`config.mk`:
```
export PLATFORM = sky130hd
export DESIGN_NAME = button_event_detector
export DESIGN_NICKNAME = d
export VERILOG_FILES = /design/src/rtl/button_event_pkg.sv /design/src/rtl/button_event_channel.sv /design/src/rtl/button_event_detector.sv
export SDC_FILE = /design/constraint.sdc
export NUM_CORES = 1
export LEC_CHECK = 0
export BUFFER_PORTS_ARGS = -buffer_cell sky130_fd_sc_hd__clkbuf_2
export CORE_ASPECT_RATIO = 0.7
export CORE_MARGIN = 1
export CORE_UTILIZATION = 46
export DETAILED_ROUTE_END_ITERATION = 12
export SYNTH_ARGS = -nofsm -noshare
export SYNTH_HDL_FRONTEND = slang
export SYNTH_SLANG_ARGS = --single-unit
```
`constraint.sdc`:
```
create_clock -name clk_i -period 7 [get_ports clk_i]
set_input_delay 0.35 -clock clk_i [delete_from_list [all_inputs] [get_ports clk_i]]
set_output_delay 0.35 -clock clk_i [all_outputs]
set_load 0.005 [all_outputs]
```
`src/rtl/button_event_pkg.sv`:
```
// Shared types, width helpers and 100 MHz default
// thresholds for the button event detector.
package button_event_pkg;

  typedef enum logic [2:0] {
    ST_IDLE,
    ST_PRESSED,
    ST_GAP,
    ST_SECOND,
    ST_HELD
  } btn_state_e;

  localparam int DEF_DEBOUNCE_CYC = 1_000_000;
  localparam int DEF_LONG_CYC     = 200_000_000;
  localparam int DEF_GAP_CYC      = 30_000_000;

  function automatic int cnt_width(
    input int long_cyc,
    input int gap_cyc
  );
    int m;
    m = (long_cyc > gap_cyc) ? long_cyc : gap_cyc;
    return $clog2(m + 1);
  endfunction

  function automatic int dbc_width(
    input int debounce_cyc
  );
    return $clog2(debounce_cyc + 1);
  endfunction

endpackage

```
`src/rtl/button_event_channel.sv`:
```
// One button channel: 2-FF synchroniser, stability
// debounce and short/double/long click classifier.
module button_event_channel
  import button_event_pkg::*;
#(
  parameter int DEBOUNCE_CYC = DEF_DEBOUNCE_CYC,
  parameter int LONG_CYC     = DEF_LONG_CYC,
  parameter int GAP_CYC      = DEF_GAP_CYC,
  parameter int DOUBLE_EN    = 1
) (
  input  logic clk_i,
  input  logic rst_i,
  input  logic button_i,
  output logic pressed_o,
  output logic press_short_o,
  output logic press_double_o,
  output logic press_long_o,
  output logic held_o
);

  localparam int CW = cnt_width(LONG_CYC, GAP_CYC);
  localparam int DW = dbc_width(DEBOUNCE_CYC);

  // The entry cycle is already high, so the long limit
  // sits two below LONG_CYC to land the pulse on time.
  localparam logic [CW-1:0] LONG_LIM = CW'(LONG_CYC - 2);
  localparam logic [CW-1:0] GAP_LIM  = CW'(GAP_CYC - 1);
  localparam logic [CW-1:0] CNT_MAX  = '1;
  localparam logic [DW-1:0] DB_LIM   = DW'(DEBOUNCE_CYC - 1);

  logic          sync1_q;
  logic          sync2_q;
  logic          lvl_q;
  logic [DW-1:0] db_q;

  always_ff @(posedge clk_i or posedge rst_i) begin
    if (rst_i) begin
      sync1_q <= 1'b0;
      sync2_q <= 1'b0;
      lvl_q   <= 1'b0;
      db_q    <= '0;
    end else begin
      sync1_q <= button_i;
      sync2_q <= sync1_q;
      if (sync2_q != lvl_q) begin
        if (db_q == DB_LIM) begin
          lvl_q <= sync2_q;
          db_q  <= '0;
        end else begin
          db_q <= db_q + DW'(1);
        end
      end else begin
        db_q <= '0;
      end
    end
  end

  btn_state_e    state_q, state_d;
  logic [CW-1:0] cnt_q, cnt_d, cnt_inc;
  logic          short_q, short_d;
  logic          double_q, double_d;
  logic          long_q, long_d;
  logic          held_q, held_d;

  assign cnt_inc = (cnt_q == CNT_MAX) ? cnt_q
                 : cnt_q + CW'(1);

  always_ff @(posedge clk_i or posedge rst_i) begin
    if (rst_i) begin
      state_q  <= ST_IDLE;
      cnt_q    <= '0;
      short_q  <= 1'b0;
      double_q <= 1'b0;
      long_q   <= 1'b0;
      held_q   <= 1'b0;
    end else begin
      state_q  <= state_d;
      cnt_q    <= cnt_d;
      short_q  <= short_d;
      double_q <= double_d;
      long_q   <= long_d;
      held_q   <= held_d;
    end
  end

  always_comb begin
    state_d  = state_q;
    cnt_d    = cnt_q;
    short_d  = 1'b0;
    double_d = 1'b0;
    long_d   = 1'b0;
    held_d   = held_q;
    unique case (state_q)
      ST_IDLE: begin
        held_d = 1'b0;
        if (lvl_q) begin
          state_d = ST_PRESSED;
          cnt_d   = '0;
        end
      end
      ST_PRESSED, ST_SECOND: begin
        if (lvl_q) begin
          if (cnt_q == LONG_LIM) begin
            long_d  = 1'b1;
            held_d  = 1'b1;
            state_d = ST_HELD;
          end else begin
            cnt_d = cnt_inc;
          end
        end else if (state_q == ST_SECOND) begin
          double_d = 1'b1;
          state_d  = ST_IDLE;
        end else if (DOUBLE_EN != 0) begin
          state_d = ST_GAP;
          cnt_d   = '0;
        end else begin
          short_d = 1'b1;
          state_d = ST_IDLE;
        end
      end
      ST_GAP: begin
        // A rise wins over expiry in the same cycle.
        if (lvl_q) begin
          state_d = ST_SECOND;
          cnt_d   = '0;
        end else if (cnt_q == GAP_LIM) begin
          short_d = 1'b1;
          state_d = ST_IDLE;
        end else begin
          cnt_d = cnt_inc;
        end
      end
      ST_HELD: begin
        if (!lvl_q) begin
          held_d  = 1'b0;
          state_d = ST_IDLE;
        end
      end
      default: state_d = ST_IDLE;
    endcase
  end

  assign pressed_o      = lvl_q;
  assign press_short_o  = short_q;
  assign press_double_o = double_q;
  assign press_long_o   = long_q;
  assign held_o         = held_q;

endmodule

```
`src/rtl/button_event_detector.sv`:
```
// Multi-channel button front end: N_CH independent
// debounced short/double/long click detectors.
module button_event_detector
  import button_event_pkg::*;
#(
  parameter int N_CH         = 2,
  parameter int DEBOUNCE_CYC = DEF_DEBOUNCE_CYC,
  parameter int LONG_CYC     = DEF_LONG_CYC,
  parameter int GAP_CYC      = DEF_GAP_CYC,
  parameter int DOUBLE_EN    = 1
) (
  input  logic            clk_i,
  input  logic            rst_i,
  input  logic [N_CH-1:0] button_i,
  output logic [N_CH-1:0] pressed_o,
  output logic [N_CH-1:0] press_short_o,
  output logic [N_CH-1:0] press_double_o,
  output logic [N_CH-1:0] press_long_o,
  output logic [N_CH-1:0] held_o
);

  for (genvar i = 0; i < N_CH; i++) begin : g_ch
    button_event_channel #(
      .DEBOUNCE_CYC (DEBOUNCE_CYC),
      .LONG_CYC     (LONG_CYC),
      .GAP_CYC      (GAP_CYC),
      .DOUBLE_EN    (DOUBLE_EN)
    ) u_ch (
      .clk_i          (clk_i),
      .rst_i          (rst_i),
      .button_i       (button_i[i]),
      .pressed_o      (pressed_o[i]),
      .press_short_o  (press_short_o[i]),
      .press_double_o (press_double_o[i]),
      .press_long_o   (press_long_o[i]),
      .held_o         (held_o[i])
    );
  end

endmodule

```
== Word-level counts from Yosys, hierarchy flattened ==
Cells that the tools add are included.
W data, S select, Z words.

* Add/subtract/negate cells: 4
* Equality and inequality tests: 36
* Mux-type cells: 62
* Reduce and logical (&&, ||, !) cells: 16

{| class="wikitable"
|+ Operator list
! cell !! count
|-
| $mux W28 || 14
|-
| $pmux W28 S3 || 2
|-
| $eq A28 B28 Y1 const B || 4
|-
| $mux W20 || 4
|-
| $add A28 B1 Y28 const B || 2
|-
| $eq A28 B25 Y1 const B || 2
|-
| $add A20 B1 Y20 const B || 2
|-
| $eq A20 B20 Y1 const B || 2
|-
| $mux W3 || 12
|-
| $mux W1 || 24
|-
| $pmux W3 S4 || 2
|-
| $reduce_and A4 Y1 || 4
|-
| $eq A3 B2 Y1 const B || 4
|-
| $ne A2 B1 Y1 const B || 6
|-
| $ne A3 B2 Y1 const B || 4
|-
| $ne A3 B3 Y1 const B || 4
|-
| $reduce_bool A3 Y1 || 4
|-
| $reduce_and A5 Y1 || 2
|-
| $eq A3 B1 Y1 const B || 2
|-
| $eq A3 B3 Y1 const B || 2
|-
| $logic_not A3 Y1 || 2
|-
| $ne A3 B1 Y1 const B || 2
|-
| $pmux W1 S3 || 2
|-
| $mux W2 || 2
|-
| other kinds (4) || 8
|}

* Flip-flop bits (word level): 116
* Bits of input ports: 4
* Output and inout bits: 10
* Word-level logic and storage cells: 138

== Longest topological paths before layout ==
* Depth in word-level cells: 5
* Depth in mapped cells: 10
* Gate-level depth less buffers: 8

== By module ==
From an unflattened synthesis, not the netlist that was laid out.

* Cells, all modules: 698
* Area, all modules: 6,426.2 sq um

{| class="wikitable"
|+ Modules (own cells, without submodules)
! module !! times used !! cells an instance !! area an instance (sq um) !! sequential area each (sq um)
|-
| button_event_channel (g_ch[1].u_ch) || 1 || 363 || 3,303.2 || 1,451.4
|-
| button_event_channel (g_ch[0].u_ch) || 1 || 335 || 3,123.0 || 1,451.4
|}

== Worst setup path after synthesis ==
Ideal clock, no wire load.

* Path type: register to register
* Start point: reg g_ch[0].u_ch.cnt_q[27]
* End point: reg g_ch[0].u_ch.cnt_q[18]
* Data arrival time: 2.270 ns
* Slack: 4.611 ns
* Cell stages (with the launch flop): 9
* Buffers on the path: 2
* Clock period less this slack: 2.389 ns
* Path through: dfrtp_1 or4b_1 or4_4 o311ai_2 and3_4 buf_12 buf_12 nor3_1 o21a_1

* Word-level cells in the longest chain between the ends: 5
* Elaborated cells on any way between the ends: 12
* Classes of those cells: 5 x eq/ne; 6 x mux; 1 x reduce/logical

{| class="wikitable"
|+ RTL lines
! item !! line !! RTL
|-
| from (decl) || button_event_channel.sv:59 || <nowiki>logic [CW-1:0] cnt_q, cnt_d, cnt_inc;</nowiki>
|-
| from (signal assigned) || button_event_channel.sv:78 || <nowiki>cnt_q <= cnt_d;</nowiki>
|-
| $eq A28 B28 Y1 || button_event_channel.sv:65 || <nowiki>assign cnt_inc = (cnt_q == CNT_MAX) ? cnt_q</nowiki>
|-
| $mux W28 || button_event_channel.sv:65 ||
|-
| $mux W28 (on tied branches) || button_event_channel.sv:126, button_event_channel.sv:103 ||
|-
| $mux W28 (on tied branches) || button_event_channel.sv:123, button_event_channel.sv:102 ||
|-
| $pmux W28 S3 || button_event_channel.sv:93 || <nowiki>unique case (state_q)</nowiki>
|}

Several ways; a longest one is shown, not always the timed one. The select of a mux whose other input is x is not followed.
A chain may end at the register's enable or synchronous reset.

== Worst setup path in the final report ==
* Start point: reg g_ch[1].u_ch.lvl_q
* End point: reg g_ch[1].u_ch.cnt_q[20]

* Word-level cells in the longest chain between the ends: 2
* Elaborated cells on any way between the ends: 8
* Classes of those cells: 4 x eq/ne; 3 x mux; 1 x reduce/logical

{| class="wikitable"
|+ RTL lines
! item !! line !! RTL
|-
| from (decl) || button_event_channel.sv:33 || <nowiki>logic lvl_q;</nowiki>
|-
| from (signal assigned) || button_event_channel.sv:47 || <nowiki>lvl_q <= sync2_q;</nowiki>
|-
| $ne A3 B2 Y1 (no source line) (tied with other cells) || n/a ||
|-
| $reduce_and A5 Y1 (no source line) or $pmux W28 S3 (tied branches) || n/a ||
|-
| to (signal assigned) || button_event_channel.sv:78 ||
|-
| to (decl) || button_event_channel.sv:59 ||
|}

Several ways; a longest one is shown, not always the timed one.

==> flow_metrics.py <==
metrics = {
    "synth": {
        "synth.ff_latch_count": 116,
        "synthArstFlopShare_pct": 100,
        "synth_edf_count": 0,
        "synth_compound_area_share_pct": 12.4,
        "ys_types": 64,
        "yosys.area_share.simple_pct": 29.7,
        "netlist_area_mm2": 0.00646,
        "synth_cells": 704,
        "synthFlopType": "dfrtp_1",
        "synthesis.nets": 714,
        "synthXorXnorAreaFrac_pct": 5.70,
        "synth_adder_area_share_pct": 1.16,
        "postSynthAreaPerCell_um2": 9.17,
        "yosysWarnings": 0,
        "yosysSeqAreaShare_pct": 44.9,
        "synth_top_family_by_area": "simple AND/OR/NAND/NOR gates",
        "synthMuxAreaShare_pct": 0.775,
    },
    "worst_setup_path": {
        "startpoint_type": "flip-flop",
        "path_cells": "inv_1, a31o_2, a31oi_1, nand4_1, or4_1, a21oi_1",
        "crit_required_ns": 7.33,
        "rr_startpoint": "g_ch[1].u_ch.pressed_o",
        "reg2regPathDepth": 6,
        "r2r_slack_ns": 4.03,
        "critPathKind": "flip-flop to flip-flop",
        "reg2reg_to": "g_ch[1].u_ch.cnt_q[20]",
        "end_kind": "flip-flop",
        "path_delay_family": "simple AND/OR/NAND/NOR gates",
        "cp.arrival_ns": 3.30,
        "max_stage_delay_ns": 0.68,
        "cp_slowest_cell": "or4_1",
        "crit_fanout": 17,
        "critPathBufInv": 1,
    },
    "cts": {
        "clk_path_buf_depth": 2,
        "clkSlewWorstSetupHoldPaths_ns": 0.06,
        "clkSinkCount": 116,
        "h-tree-depth": 4,
        "root_buffer": "clkbuf_16",
        "cts-resized-gates": 0,
        "cts_tree": "built",
        "cts_inserted_buffers": 17,
        "clkLatencyLatePin_ns": 0.41,
    },
    "floorplan": {
        "dieHeight_um": 101,
        "core_mm2": 0.0134,
        "ios": 14,
        "dieWidth_um": 144,
        "dieArea_mm2": 0.0145,
        "rows": 35,
        "initial_core_util_pct": 48.0,
    },
    "status": {
        "status": "complete, no violations",
    },
    "routing": {
        "drt_iter0_drc": 420,
        "drc_errors": 0,
        "ant_nets": 0,
        "firstDrtPassIters": 5,
        "dr_total_vias": 5378,
        "routed_via_density": 6.02,
        "wl_per_cell_um": 16.7,
        "routed_wl_um": 14900,
    },
    "timing": {
        "skew_ns": 0.00846,
        "rsz0062_at_grt": "no",
        "worst_slew_pin_slew_ns": 1.28,
        "tns_ns": 0,
        "fin_crit_ns": 2.97,
        "hold_violations": 0,
        "relSlewSlack_pct": 14.5,
        "fin_hold_ws_ns": 0.0491,
        "finalCritPeriodShare_pct": 42.4,
        "setup_viol": 0,
        "fmax_mhz": 337,
        "finalMaxSlewViolations": 0,
    },
    "finish": {
        "top_register": "g_ch.u_ch.cnt_q",
        "largest_reg_flops": 56,
        "multi_input_area_mm2": 0.00321,
        "antenna_cells": 0,
        "final_cell_mix": "dfrtp_1 (116), nor2_1 (78), nand2_1 (59)",
        "fillers": 1227,
        "seq_area_mm2": 0.00290,
        "drive_above_1_share_pct": 11.3,
        "layout_commonest_cell": "dfrtp_1",
        "area_growth_pct": 11.1,
        "reg_top3": "g_ch.u_ch.cnt_q x56, g_ch.u_ch.db_q x40, g_ch.u_ch.state_q x6",
        "finish.utilization_pct": 53.4,
        "nets": 706,
    },
    "place": {
        "gp_congestion": 0.928,
        "port_buffers": 13,
        "dp_hpwl_um": 10100,
    },
    "pwr": {
        "ir_drop_uv": 162,
        "report.power.total_mw": 1.65,
        "clkPwrFrac_pct": 57.5,
        "cell_internal_pwr_mw": 1.32,
        "seqPwrFrac_pct": 41.0,
        "p_comb_share_pct": 1.5,
        "p_sw_mw": 0.330,
        "power_per_cell_area_mw_per_mm2": 230,
        "p_sw_share_pct": 20.0,
        "leakagePower_nw": 2.81,
    },
    "global_route": {
        "overflow": 0,
        "grt_pass1_vias": 4983,
        "grt_usage_pct": 22.2,
        "antenna_found_initial": 0,
        "grt_max_degree": 78,
        "grt_pass1_wl_um": 25100,
    },
    "hold_path": {
        "holdPathStages": 1,
        "min_from": "button_i[0]",
        "worstHoldEndpoint": "g_ch[0].u_ch.sync1_q",
        "hp-class": "input pin to flip-flop",
    },
    "job": {
        "drv_cap": 0,
    },
}
[power by group through the flow]
stage / clock, mW / combinational (mW) / sequential [mW]
6_report: 0.950 / 0.0241 / 0.678
5_1_grt: 0.999 / 0.0287 / 0.678
4_1_cts: 0.964 / 0.0258 / 0.678
3_5_place_dp: 0 / 0.0251 / 0.690
3_3_place_gp: 0 / 0.0246 / 0.690
2_1_floorplan: 0 / 0.0180 / 0.689
[cell type report]
cell class                      count  area share, %
Multi-Input combinational cell    523           44.8
Sequential cell                   116           40.5
Clock buffer                       24           6.99
Tap cell                          185           3.23
Clock inverter                      8           2.02
Timing Repair Buffer               17           1.36
Inverter                           21           1.13
[per-stage QoR]
| stage | instance area (um2) | instances | worst slack, ns |
|---|---|---|---|
| 2_1_floorplan | 6460 | 704 | 3.58 |
| 3_3_place_gp | 6520 | 861 | 4.26 |
| 3_5_place_dp | 6520 | 861 | 4.14 |
| 4_1_cts | 7170 | 894 | 4.12 |
| 5_1_grt | 7170 | 894 | 3.74 |
| 6_report | 7170 | 894 | 4.03 |
[repair_timing]
action	in CTS	in global routing
hold buffers	1	0
hold endpoints to repair	33	0
buffers inserted	0	0
[routing by layer]
metal	vias up	wire, um	track usage [%]	share of wire (%)
met3	16	663	4.35	4.5
met4	0	191	7.53	1.3
li1	2559	-	-	-
met1	2655	7470	32.6	50
met5	-	0	0	0
met2	148	6570	32.6	44
[cell families (layout without fill, tap and decap cells)]
group | after synthesis | count (layout)
DFF | 116 | 116
buffers and inverters | 65 | 70
xor gates and xnor gates | 42 | 42
AOI/OAI and AO/OA | 118 | 118
and+or+nand+nor | 352 | 352
adders and majority gates | 6 | 6
muxes | 5 | 5
[worst reg2reg max path: cells and delay by family (launching register included)]
kind                   cells  cell delay, ns
buffers and inverters      1            0.21
AO/OA/AOI/OAI              3            0.78
flip-flops                 1            0.58
AND/OR/NAND/NOR            2            1.33
[worst max path at each step]
stage,from,end,cells past startpoint
after detailed placement,g_ch[1].u_ch.pressed_o,g_ch[1].u_ch.cnt_q[14],6
after global placement,g_ch[1].u_ch.pressed_o,g_ch[1].u_ch.cnt_q[20],6
after global routing,g_ch[1].u_ch.pressed_o,g_ch[1].u_ch.cnt_q[20],6
final,g_ch[1].u_ch.pressed_o,g_ch[1].u_ch.cnt_q[20],6
after CTS,g_ch[1].u_ch.pressed_o,g_ch[1].u_ch.cnt_q[20],6
after floorplan,rst_i,g_ch[0].u_ch.cnt_q[0],1
[Yosys cell counts, types with 3 or more instances]
cell type,n,area (um2)
a21oi_2,11,96.3
or4b_2,3,30.0
o31ai_1,20,150
ha_1,6,75.1
nand2_1,59,221
a21oi_1,34,170
nand3_1,39,195
nand2b_1,8,50.1
a2bb2oi_1,5,43.8
and4_1,8,70.1
nand4_1,36,225
inv_1,21,78.8
or3_1,15,93.8
nor3_1,19,95.1
or2_2,4,25.0
o21a_1,4,30.0
xnor2_1,27,236
nor2_1,79,297
and2_1,3,18.8
nor4_1,14,87.6
buf_12,3,60.1
or4_1,26,195
nor2b_1,5,31.3
buf_4,10,75.1
dfrtp_1,116,2900
o21ai_0,17,85.1
xor2_1,15,131
nand3b_1,4,30.0
mux2i_1,5,50.1
a31oi_1,5,31.3
buf_2,5,25.0
nor4b_1,3,26.3
and3_1,13,81.3
o41ai_1,3,26.3
clkbuf_1,22,82.6
Note: power is estimated with default switching activity, not from simulation.
